$ cat src/rtl/fifo_buffer.sv
// Dual-source show-ahead FIFO with wrap-bit pointers and occupancy flags.
// Source A wins write arbitration; error flags are sticky until clear_err.
module fifo_buffer #(
    parameter int DATA_W   = 8,
    parameter int ADDR_W   = 6,
    parameter int AF_LEVEL = 56,
    parameter int AE_LEVEL = 8
) (
    input  logic              clk,
    input  logic              rst,
    input  logic              wr_a_en,
    input  logic [DATA_W-1:0] wr_a_data,
    input  logic              wr_b_en,
    input  logic [DATA_W-1:0] wr_b_data,
    input  logic              rd_en,
    input  logic              flush,
    input  logic              clear_err,
    output logic [DATA_W-1:0] rd_data,
    output logic [ADDR_W:0]   occupancy,
    output logic              full,
    output logic              empty,
    output logic              almost_full,
    output logic              almost_empty,
    output logic              overflow,
    output logic              underflow,
    output logic              conflict
);

    localparam int DEPTH = 1 << ADDR_W;
    localparam logic [ADDR_W:0] DEPTH_V = (ADDR_W+1)'(DEPTH);
    localparam logic [ADDR_W:0] AF_V    = (ADDR_W+1)'(AF_LEVEL);
    localparam logic [ADDR_W:0] AE_V    = (ADDR_W+1)'(AE_LEVEL);

    logic [DATA_W-1:0] mem_q [DEPTH];
    logic [ADDR_W:0]   wr_ptr_q, wr_ptr_d;
    logic [ADDR_W:0]   rd_ptr_q, rd_ptr_d;
    logic              ovf_q, ovf_d;
    logic              udf_q, udf_d;
    logic              cfl_q, cfl_d;

    logic              wr_req;
    logic              rd_ok;
    logic              wr_ok;
    logic [DATA_W-1:0] wr_word;

    // Status derives only from registered pointers.
    assign occupancy    = wr_ptr_q - rd_ptr_q;
    assign full         = (occupancy == DEPTH_V);
    assign empty        = (occupancy == '0);
    assign almost_full  = (occupancy >= AF_V);
    assign almost_empty = (occupancy <= AE_V);
    assign rd_data      = mem_q[rd_ptr_q[ADDR_W-1:0]];

    assign overflow  = ovf_q;
    assign underflow = udf_q;
    assign conflict  = cfl_q;

    assign wr_req  = wr_a_en | wr_b_en;
    assign wr_word = wr_a_en ? wr_a_data : wr_b_data;
    assign rd_ok   = rd_en & ~empty & ~flush;
    assign wr_ok   = wr_req & (~full | (rd_en & ~empty)) & ~flush;

    always_comb begin
        wr_ptr_d = wr_ptr_q;
        rd_ptr_d = rd_ptr_q;
        if (flush) begin
            wr_ptr_d = '0;
            rd_ptr_d = '0;
        end else begin
            if (wr_ok) wr_ptr_d = wr_ptr_q + 1'b1;
            if (rd_ok) rd_ptr_d = rd_ptr_q + 1'b1;
        end
    end

    // A new event outranks clear_err in the same cycle.
    always_comb begin
        ovf_d = (ovf_q & ~clear_err)
              | (~flush & wr_req & full & ~rd_en);
        udf_d = (udf_q & ~clear_err) | (~flush & rd_en & empty);
        cfl_d = (cfl_q & ~clear_err) | (~flush & wr_a_en & wr_b_en);
    end

    always_ff @(posedge clk or posedge rst) begin
        if (rst) begin
            wr_ptr_q <= '0;
            rd_ptr_q <= '0;
            ovf_q    <= 1'b0;
            udf_q    <= 1'b0;
            cfl_q    <= 1'b0;
        end else begin
            wr_ptr_q <= wr_ptr_d;
            rd_ptr_q <= rd_ptr_d;
            ovf_q    <= ovf_d;
            udf_q    <= udf_d;
            cfl_q    <= cfl_d;
        end
    end

    always_ff @(posedge clk or posedge rst) begin
        if (rst) begin
            for (int i = 0; i < DEPTH; i++) mem_q[i] <= '0;
        end else if (wr_ok) begin
            mem_q[wr_ptr_q[ADDR_W-1:0]] <= wr_word;
        end
    end

endmodule

$ cat config.mk
export PLATFORM = sky130hd
export DESIGN_NAME = fifo_buffer
export DESIGN_NICKNAME = d
export VERILOG_FILES = /design/src/rtl/fifo_buffer.sv
export SDC_FILE = /design/constraint.sdc
export NUM_CORES = 1
export LEC_CHECK = 0
export CORE_ASPECT_RATIO = 0.6
export CORE_MARGIN = 4
export CORE_UTILIZATION = 46
export DETAILED_ROUTE_END_ITERATION = 10
export GPL_TIMING_DRIVEN = 0
export PLACE_DENSITY_LB_ADDON = 0.15
export SYNTH_ARGS = -nofsm -noshare
export SYNTH_HDL_FRONTEND = slang
export SYNTH_SLANG_ARGS = --single-unit
$ cat constraint.sdc
create_clock -name clk -period 18.5 [get_ports clk]
set_input_delay 2.775 -clock clk [delete_from_list [all_inputs] [get_ports clk]]
set_output_delay 2.775 -clock clk [all_outputs]
set_load 0.03 [all_outputs]
## Word level (Yosys, flattened, before mapping)

Cells that the tools add are included.

- Register bits after elaboration: 529
- Input bits: 23
- Logic and storage cells: 119

- Add/subtract/negate cells: 3
- $lt $le $gt $ge: 5
- Equality and inequality tests: 1
- Muxes and demuxes: 11
- Bitwise logic cells: 26
- Reductions and logical operators: 4

Operators with widths:

| operator | count |
|---|---|
| $bwmux W512 | 1 |
| $bmux W8 S6 | 1 |
| $demux W8 S6 | 1 |
| $mux W8 | 4 |
| $mux W7 | 4 |
| $add A7 B1 Y7 const B | 2 |
| $and A1 B1 Y1 | 14 |
| $ge A7 B7 Y1 const B | 2 |
| $not A6 Y7 | 2 |
| $eq A7 B7 Y1 const B | 1 |
| $ge A7 B6 Y1 const B | 1 |
| $le A7 B4 Y1 const B | 1 |
| $logic_not A7 Y1 | 1 |
| $lt A7 B1 Y1 const B | 1 |
| $sub A7 B7 Y7 | 1 |
| $not A1 Y1 | 5 |
| $or A1 B1 Y1 | 5 |
| $reduce_bool A2 Y1 | 2 |
| $logic_and A1 B1 Y1 | 1 |

## Longest topological paths before layout

Gate-level depths: netlist of run 1.

- Depth after elaboration: 9
- Depth in mapped cells: 15
- Depth with buffers taken out: 12

## Least setup slack after synthesis of run 1

Ideal clock, no wire load.

- Path kind: reg2out
- From: register rd_ptr_q[1]
- To: output almost_empty
- Arrival: 3.570 ns
- Path slack: 12.155 ns
- Stages on the path, launching flop included: 12
- Path buffers: 3
- Path through: dfrtp_1 clkbuf_1 clkbuf_1 clkbuf_1 inv_1 fa_1 a211oi_2 o21bai_1 a21oi_1 xnor2_1 inv_1 a211oi_1

- Cells in the longest elaborated chain, start to end: 2

RTL lines:

| item | line | text |
|---|---|---|
| start: declaration | 36 | `logic [ADDR_W:0] rd_ptr_q, rd_ptr_d;` |
| start signal: assignment | 92 | `rd_ptr_q <= rd_ptr_d;` |
| $sub A7 B7 Y7 | 47 | `assign occupancy = wr_ptr_q - rd_ptr_q;` |
| net occupancy[6] | 19 | `output logic [ADDR_W:0] occupancy,` |
| $le A7 B4 Y1 | 51 | `assign almost_empty = (occupancy <= AE_V);` |
| end: declaration | 23 | `output logic almost_empty,` |

The timed path passes the listed nets, and every way through them passes these cells.

## Worst setup path after layout of run 1

- From: register rd_ptr_q[1]
- To: output empty

- Cells in the longest elaborated chain, start to end: 2

RTL lines:

| item | line | text |
|---|---|---|
| $sub A7 B7 Y7 | 47 |  |
| $logic_not A7 Y1 | 49 | `assign empty = (occupancy == '0);` |
| end: declaration | 21 | `output logic empty,` |

Every way passes these cells.

==> impl.org, run 1 <==
** Logic synthesis
- For this run, the number of Yosys warnings is 0.
- For this run, the register share of the synthesized area comes to 0.500.
- Post-synthesis cell area :: 0.0265 mm²
- The synthesized netlist contains 55 unique library cells.
- The synthesized design contains 529 register bits.
- Predominant post-synthesis flop cell :: dfrtp_1
- A synthesized cell averages 16.1 µm².
- After synthesis, the share of flip-flops with an asynchronous set or reset is 1.00.
- Mapped Nets :: 1,677
- Counting flops with a built-in enable in the synthesized netlist gives 0.
- Number of standard cells after synthesis :: 1,645

** CTS
- CTS clock-pin slew for the worst setup and hold paths :: 70 ps
- TritonCTS built the clock tree.
- Post-CTS Setup Repair Bufs :: 0
- Total of hold buffers inserted after clock tree synthesis :: 0
- Buffers from clock root to sink, at most :: 3
- Total number of clock tree sinks :: 529
- The number of gates resized after CTS was 0.
- The clock reaches the later pin of the worst-skew pair after 610 ps.
- CTS built an H-tree with a depth of 2.
- Clock tree synthesis selected as its root buffer the cell clkbuf_16.
- TritonCTS buffer count :: 51

** Setup path
- Register-to-register setup slack :: 12,800 ps
- CP Max Fanout :: 10
- Walking the worst path, the cells encountered are clkbuf_1 -> clkbuf_1 -> clkbuf_1 -> inv_1 -> fa_1 -> a211oi_2 -> nor2_1 -> o32a_1 -> o311a_1 -> buf_2 -> or2_2 -> nor2_1 -> clkdlybuf4s50_1.
- The slowest stage of the critical path is the clkdlybuf4s50_1 cell.
- The kind of cell with the highest combined delay along the critical path is buffers and inverters.
- For this run, the slowest stage of the critical path takes 740 ps.
- STA classifies the critical path endpoint as a primary output.
- The worst register-to-register path ends at mem_q[259].
- Worst endpoint required time :: 15,730 ps
- The worst register-to-register path has a depth of 13.
- Worst r2r src :: rd_ptr_q[1]
- CP dominant cell by count :: clkbuf_1
- STA puts the critical path data arrival time at 5850 ps.
- Critical path class :: reg2out
- Launching element type of the critical path :: flop
- Crit path buffers/inverters :: 6

** Timing
- Final hold vios :: 0
- Share of the clock period used by the worst path :: 0.466
- Actual slew at the worst max-slew pin :: 1380 ps
- Final clock skew :: 11.4 ps
- Fmax :: 116 MHz
- Unrepaired setup endpoints after global routing :: false
- Final-report setup violation count :: 0
- Measured against its own limit, the worst slew margin works out to 0.0782.
- The final count of pins violating max slew was 0.
- Hold is met by 482 ps.
- The worst path in the final design needs a cycle of 8620 ps, including I/O delays and setup.

** Min path
- Launch point of the worst hold path :: mem_q[106]
- Hold depth :: 2
- In this run the worst hold path is classified as reg2reg.
- The worst hold path terminates at mem_q[106].

** Floorplan
- The die is 194 µm tall.
- 45 I/O pins were placed.
- The initialized floorplan defines 67 standard-cell rows.
- Area enclosed by the die boundary :: 0.0615 mm²
- For this configuration, the core starts out at a cell density of 0.470.
- The die is 318 µm wide.
- Core region area :: 0.0563 mm²

** Global routing
- GRT Total Usage :: 0.264
- Largest net degree at the start of global routing :: 131
- The initial antenna violation count was 3.
- Global routing finished with a remaining overflow of 0.
- The number of global-route vias before repair came to 16.1k.
- Wire length of the first global-routing pass :: 119,000 µm

** Cells and area
- Layout cells sized above 1 :: 0.450
- Final antenna diode count :: 0
- P&R area growth vs syn :: 12.4%
- At the end of the flow, the number of nets in the layout was 1,784.

** Routing
- Wires add up to 80,600 µm.
- For this block, the initial DRC count from the detailed router was 1,683.
- In the routed design, unresolved DRC markers number 0.
- DR vias :: 15.7k
- After detailed routing, the average wire length per cell comes to 31.6 µm.
- Per-cell via count in the routed design :: 6.17
- The first detailed-routing pass ran for 5 iterations.
- The count of nets left with antenna violations once routing finished came out at 0.

** Placed design
- At the end of routability-driven placement, the weighted congestion stood at 0.933.
- During placement, the flow inserted port buffers numbering 42.
- Summed over all nets, the half-perimeter wirelength after detailed placement is 58,000 µm.

** Pwr
- The worst-case IR drop observed on VDD is 97.1 µV.
- Total power per unit cell area :: 101 mW/mm²
- Static leakage :: 13.1 nW
- Total power for the finished layout comes to 3.01 mW.

** Job
- Maximum Capacitance Violations :: 0

** Status
- The run finished with clean final reports.
## flip-flops by register name, indices dropped and copies added (netlist names)
name / cells
overflow: 1
wr_ptr_q: 7
underflow: 1
conflict: 1
rd_ptr_q: 7
mem_q: 512
## tightest hold or removal path, stage by stage, from the launching register on
cell and delay (ps):
dfrtp_1 340, nand2_1 50, o21ai_0 60
## Yosys cell counts, types with 3 or more instances
cell / number / area (µm²)
nor3_2: 3 / 30.0
buf_12: 5 / 100
nor3_4: 41 / 667
mux2_4: 320 / 4800
buf_1: 19 / 71.3
a32o_1: 3 / 30.0
dfrtp_1: 529 / 13200
clkbuf_1: 76 / 285
nor2_1: 22 / 82.6
or2_2: 3 / 18.8
mux2_1: 9 / 101
mux2i_1: 9 / 90.1
nand3_1: 11 / 55.1
nor4_1: 4 / 25.0
ha_1: 8 / 100
nand3_2: 3 / 30.0
xnor2_1: 3 / 26.3
buf_2: 20 / 100
o21ai_0: 70 / 350
o31ai_1: 3 / 22.5
mux4_2: 160 / 3600
nor2b_1: 7 / 43.8
inv_1: 16 / 60.1
a21oi_1: 10 / 50.1
a22oi_1: 16 / 120
nand2_1: 89 / 334
o311ai_2: 8 / 130
mux2_2: 130 / 1460
or3_1: 12 / 75.1
xor2_1: 3 / 26.3
nor4_4: 3 / 63.8
## stage by stage
stage	setup TNS [ps]	instances	setup WS [ps]	area, µm²	utilization
detailed placement	0	2458	10590	28100	0.498
CTS	0	2550	9940	29700	0.528
global placement	-2790360	2446	-5360	27800	0.494
global route	0	2550	9620	29700	0.528
floorplan	0	1645	943	26500	-
finish	0	2550	9880	29700	0.528
## logic make-up (layout without fill, tap and decap cells)
logic type | Yosys count | in the layout | share of synthesized area
XOR/XNOR | 7 | 7 | 0.00260
adder cells (fa/ha/maj) | 9 | 9 | 0.00454
buffers and inverters | 138 | 284 | 0.0237
multiplexers | 628 | 628 | 0.380
AO/OA/AOI/OAI | 122 | 122 | 0.0307
AND/OR/NAND/NOR | 212 | 212 | 0.0575
flip-flops | 529 | 529 | 0.500
## power breakdown
part | switching (mW) | internal (mW)
combinational | 0.464 | 0.256
clock | 0.467 | 0.597
sequential | 0.0284 | 1.20
## area by class of cell
| cell class | instances | area [µm²] |
|---|---|---|
| Buffer | 121 | 568 |
| Clock buffer | 78 | 1530 |
| Clock inverter | 14 | 138 |
| Fill cell | 4593 | 26600 |
| Inverter | 17 | 71.3 |
| Multi-Input combinational cell | 978 | 12600 |
| Sequential cell | 529 | 13200 |
| Tap cell | 759 | 950 |
| Timing Repair Buffer | 54 | 621 |
## cell usage in the layout, fill, tap and decap left out, types with 10 or more instances in the layout
cell type / netlist / final
mux4_2: 160 / 160
buf_2: 20 / 20
o21ai_0: 70 / 70
mux2_2: 130 / 130
clkbuf_16: 0 / 52
clkbuf_1: 76 / 88
a21oi_1: 10 / 10
nor3_4: 41 / 41
mux2_4: 320 / 320
nand2_1: 89 / 89
buf_1: 19 / 17
dfrtp_1: 529 / 529
or3_1: 12 / 12
clkdlybuf4s50_1: 0 / 42
inv_1: 16 / 15
clkbuf_8: 0 / 13
nor2_1: 22 / 22
a22oi_1: 16 / 16
nand3_1: 11 / 11
## routing by layer
| metal | share of wire | track usage | up-vias |
|---|---|---|---|
| met5 | 0.000087 | 0 | - |
| met4 | 0.021 | 0.0541 | 2 |
| met3 | 0.12 | 0.107 | 104 |
| met2 | 0.38 | 0.335 | 679 |
| met1 | 0.48 | 0.420 | 8572 |
| li1 | - | - | 6367 |
## worst max-delay path by stage
| stage | depth (start not counted) | slack [ps] | to | startpoint |
|---|---|---|---|---|
| after global placement | 2 | -5360 | mem_q[164] | rst |
| after global routing | 13 | 9620 | empty | rd_ptr_q[1] |
| final | 13 | 9880 | empty | rd_ptr_q[1] |
| after floorplan | 1 | 940 | conflict | rst |
| after detailed placement | 13 | 10590 | empty | rd_ptr_q[1] |
| after CTS | 13 | 9940 | empty | rd_ptr_q[1] |
Power figures use the tool's default switching activity.
==> inputs of run 2 (changes only) <==
Clock period 18.5 ns to 8.9 ns, I/O delays scaled along.
==> impl.org, run 2 (synthesis gave the netlist of run 1 again) <==
** CTS
- The maximum root-to-sink buffer count was 3 (unchanged).
- The clock input transition at the sequential cells of the worst setup and hold paths was 60 ps (about the same).
- The clock net sink count was 529 (unchanged).
- The level count of the clock H-tree came to 2 (unchanged).
- CTS-repair resized insts :: 0 (unchanged)
- TritonCTS clock tree :: yes
- Total of hold buffers inserted after clock tree synthesis :: 0 (unchanged)
- The post-CTS setup buffer count is 0 (unchanged).
- The source-to-sink clock delay at the later pin of the worst-skew pair is 610 ps (about the same).
- The total clock buffers created by CTS was 51 (unchanged).
- Cell chosen for the clock root :: clkbuf_16

** Cells and area
- Total area of multi-input combinational cells :: 0.0126 mm² (unchanged)
- Largest register FFs :: 512 (unchanged)
- The area growth from synthesis to layout is 13.2%.
- The number of filler instances in the final layout is 4,621 (+0.61%).
- Util after Layout :: 0.532 (+0.00386)
- The share of post-route cells with drive strength above 1 is 0.454 (+0.00422).
- Largest Register :: mem_q
- Commonest cells after routing, fill and taps aside :: dfrtp_1, mux2_4, mux4_2, mux2_2, nand2_1
- The final cell count without fillers is 2,564 (+0.55%).
- The net total in the final layout was 1,795 (+0.62%).
- Sequential standard cell area :: 0.0132 mm² (unchanged)
- The largest registers in the layout are mem_q x512, rd_ptr_q x7, wr_ptr_q x7.
- Leaving out fill and tap cells, the most frequent cell in the layout is dfrtp_1.
- Layout Cell Area excl Fill :: 0.0299 mm² (+0.73%)

** Timing
- The measured slew at the worst slew-check pin came to 1370 ps (-5.22 ps).
- The final setup violation count is 0 (unchanged).
- Aggregate negative setup slack :: 0 ps (unchanged)
- Timing would allow up to 139 MHz.
- Max Slew Vio Count :: 0 (unchanged)
- Share of the clock period used by the worst path :: 0.810
- Slew headroom :: 0.0867 (+0.00847)
- Unrepaired setup endpoints after global routing :: false
- Final Critical Period :: 7200 ps
- The count of endpoints failing hold in the final timing report is 0 (unchanged).
- The final worst clock skew came to 12.6 ps (+1.17 ps).

** Pwr
- The internal power contribution was 4.29 mW (+110%).
- The total chip power is 6.23 mW (+110%).
- The leakage power was 13.2 nW (+0.78%).
- Maximum vdd drop :: 178 µV (+84%)
- Portion of total power attributed to sequential cells :: 0.411 (+0.002)
- The power density over cell area was 208 mW/mm² (+110%).
- The fraction of power consumed by the clock network was 0.357 (+0.004).
- The combinational fraction of design power was 0.232 (-0.007).
- Switching power of the nets :: 1.94 mW (+100%)
- The switching share of power came to 0.312 (-0.00608).

** Routing
- Per-cell via count in the routed design :: 6.15 (-0.19%)
- The count of TritonRoute iterations in the first routing pass came to 5 (unchanged).
- Initial DRC count :: 1,543 (-8.3%)
- DR vias :: 15.8k (+0.36%)
- The number of remaining DRC errors came to 0 (unchanged).
- The total detailed-routing wirelength was 80,100 µm (-0.65%).
- The mean routed wirelength per cell was 31.2 µm (-1.2%).
- The number of routed nets with antenna violations was 0 (unchanged).

** Setup path
- CP Capture Type :: primary output
- Endpoint of the lowest-slack register-to-register path :: mem_q[260]
- STA classifies the critical path startpoint as a flop.
- Worst path arrival time :: 5870 ps (+20 ps)
- Following the worst setup path forward leads to its endpoint at empty.
- Worst endpoint required time :: 7570 ps (-8160 ps)
- The minimum setup slack among reg-to-reg paths was 3320 ps (-9480 ps).
- The depth of the worst register-to-register path was 13 (unchanged).
- Worst r2r src :: rd_ptr_q[1]
- The setup path with the least slack is of type reg2out.
- Tracing the worst setup path back leads to its startpoint at rd_ptr_q[1].
- CP Max Fanout :: 10 (unchanged)

** Min path
- The tightest min-delay check is of the reg2reg type.
- Launch point of the worst hold path :: mem_q[482]
- Hold depth :: 2 (unchanged)

** Placed design
- The weighted congestion reported at the end of routability-driven placement came to 0.882 (-5.5%).
- Count of buffers inserted at the top-level ports :: 42 (unchanged)
- The instance area after placement was 0.0282 mm² (+0.67%).
- Sum of net half-perimeters after detailed placement :: 58,100 µm (+0.19%)
- Cell count after placement :: 2,469 (+0.45%)

** Global routing
- Initial antenna violation count :: 5 (+2)
- The pin count of the biggest net entering global routing is 44 (-66%).
- Wire length of the first global-routing pass :: 117,000 µm (-2.1%)
- The number of global-route vias before repair was 16.1k (+0.019%).
- The overall routing resource usage is 0.260 (-0.00433).
- The remaining global-route overflow is 0 (unchanged).

** Floorplan
- Core region area :: 0.0563 mm² (unchanged)
- Chip height :: 194 µm (unchanged)
- Area enclosed by the die boundary :: 0.0615 mm² (unchanged)
- Total I/O pin count :: 45 (unchanged)
- Placement row count :: 67 (unchanged)
- Floorplan die width :: 318 µm (unchanged)
- Starting Density :: 0.470 (unchanged)

** Job
- The count of maximum capacitance violations was 0 (unchanged).

** Status
- The flow ran to the end, and the final reports show no timing, DRC or antenna violations.
run 2: cell types whose count changed in the layout (fill, tap and decap cells not counted), sizes merged:
cell / delta
diode: +2
buf: +10
clkinv: +2
inv: -1
clkbuf: +1
run 2: worst min-delay path by stage:
stage	to	slack [ps]
finish	mem_q[482]	480
global route	mem_q[507]	500
CTS	mem_q[359]	480
detailed placement	mem_q[359]	470
global placement	mem_q[244]	460
floorplan	mem_q[104]	440
run 2: routing by layer:
metal / global-route usage / share of wire
met4: 0.0564 / 0.022
met3: 0.0958 / 0.11
met5: 0 / 0.00016
met2: 0.340 / 0.39
met1: 0.409 / 0.47
run 2: worst max-delay path, cell delays in order, from the launching register on:
cell,delay (ps)
dfrtp_1,350
clkbuf_1,280
clkbuf_1,470
clkbuf_1,740
inv_1,270
fa_1,540
a211oi_2,370
nor2_1,110
o32a_1,180
o311a_1,380
buf_2,260
or2_2,340
nor2_1,250
clkdlybuf4s50_1,740
run 2: layout make-up:
type,count,share of cell area
multi-input combinational,978,0.421
sequential,529,0.442
buffer,121,0.0190
inverter,17,0.00226
tap,759,0.0317
timing repair buffer,65,0.0272
clock buffer,78,0.0510
antenna,2,0.000167
clock inverter,15,0.00543
run 2: power groups by stage:
stage	sequential, mW	clock, mW	combinational, mW
2_1_floorplan	2.59	0	0.895
3_3_place_gp	2.60	0	1.38
3_5_place_dp	2.60	0	1.43
4_1_cts	2.56	2.26	1.44
5_1_grt	2.57	2.36	1.52
6_report	2.56	2.23	1.45
run 2: metrics by stage:
stage,setup WS [ps],hold WS [ps]
2_1_floorplan,375,445
3_3_place_gp,-3050,457
3_5_place_dp,2280,466
4_1_cts,1630,480
5_1_grt,1390,502
6_report,1700,477
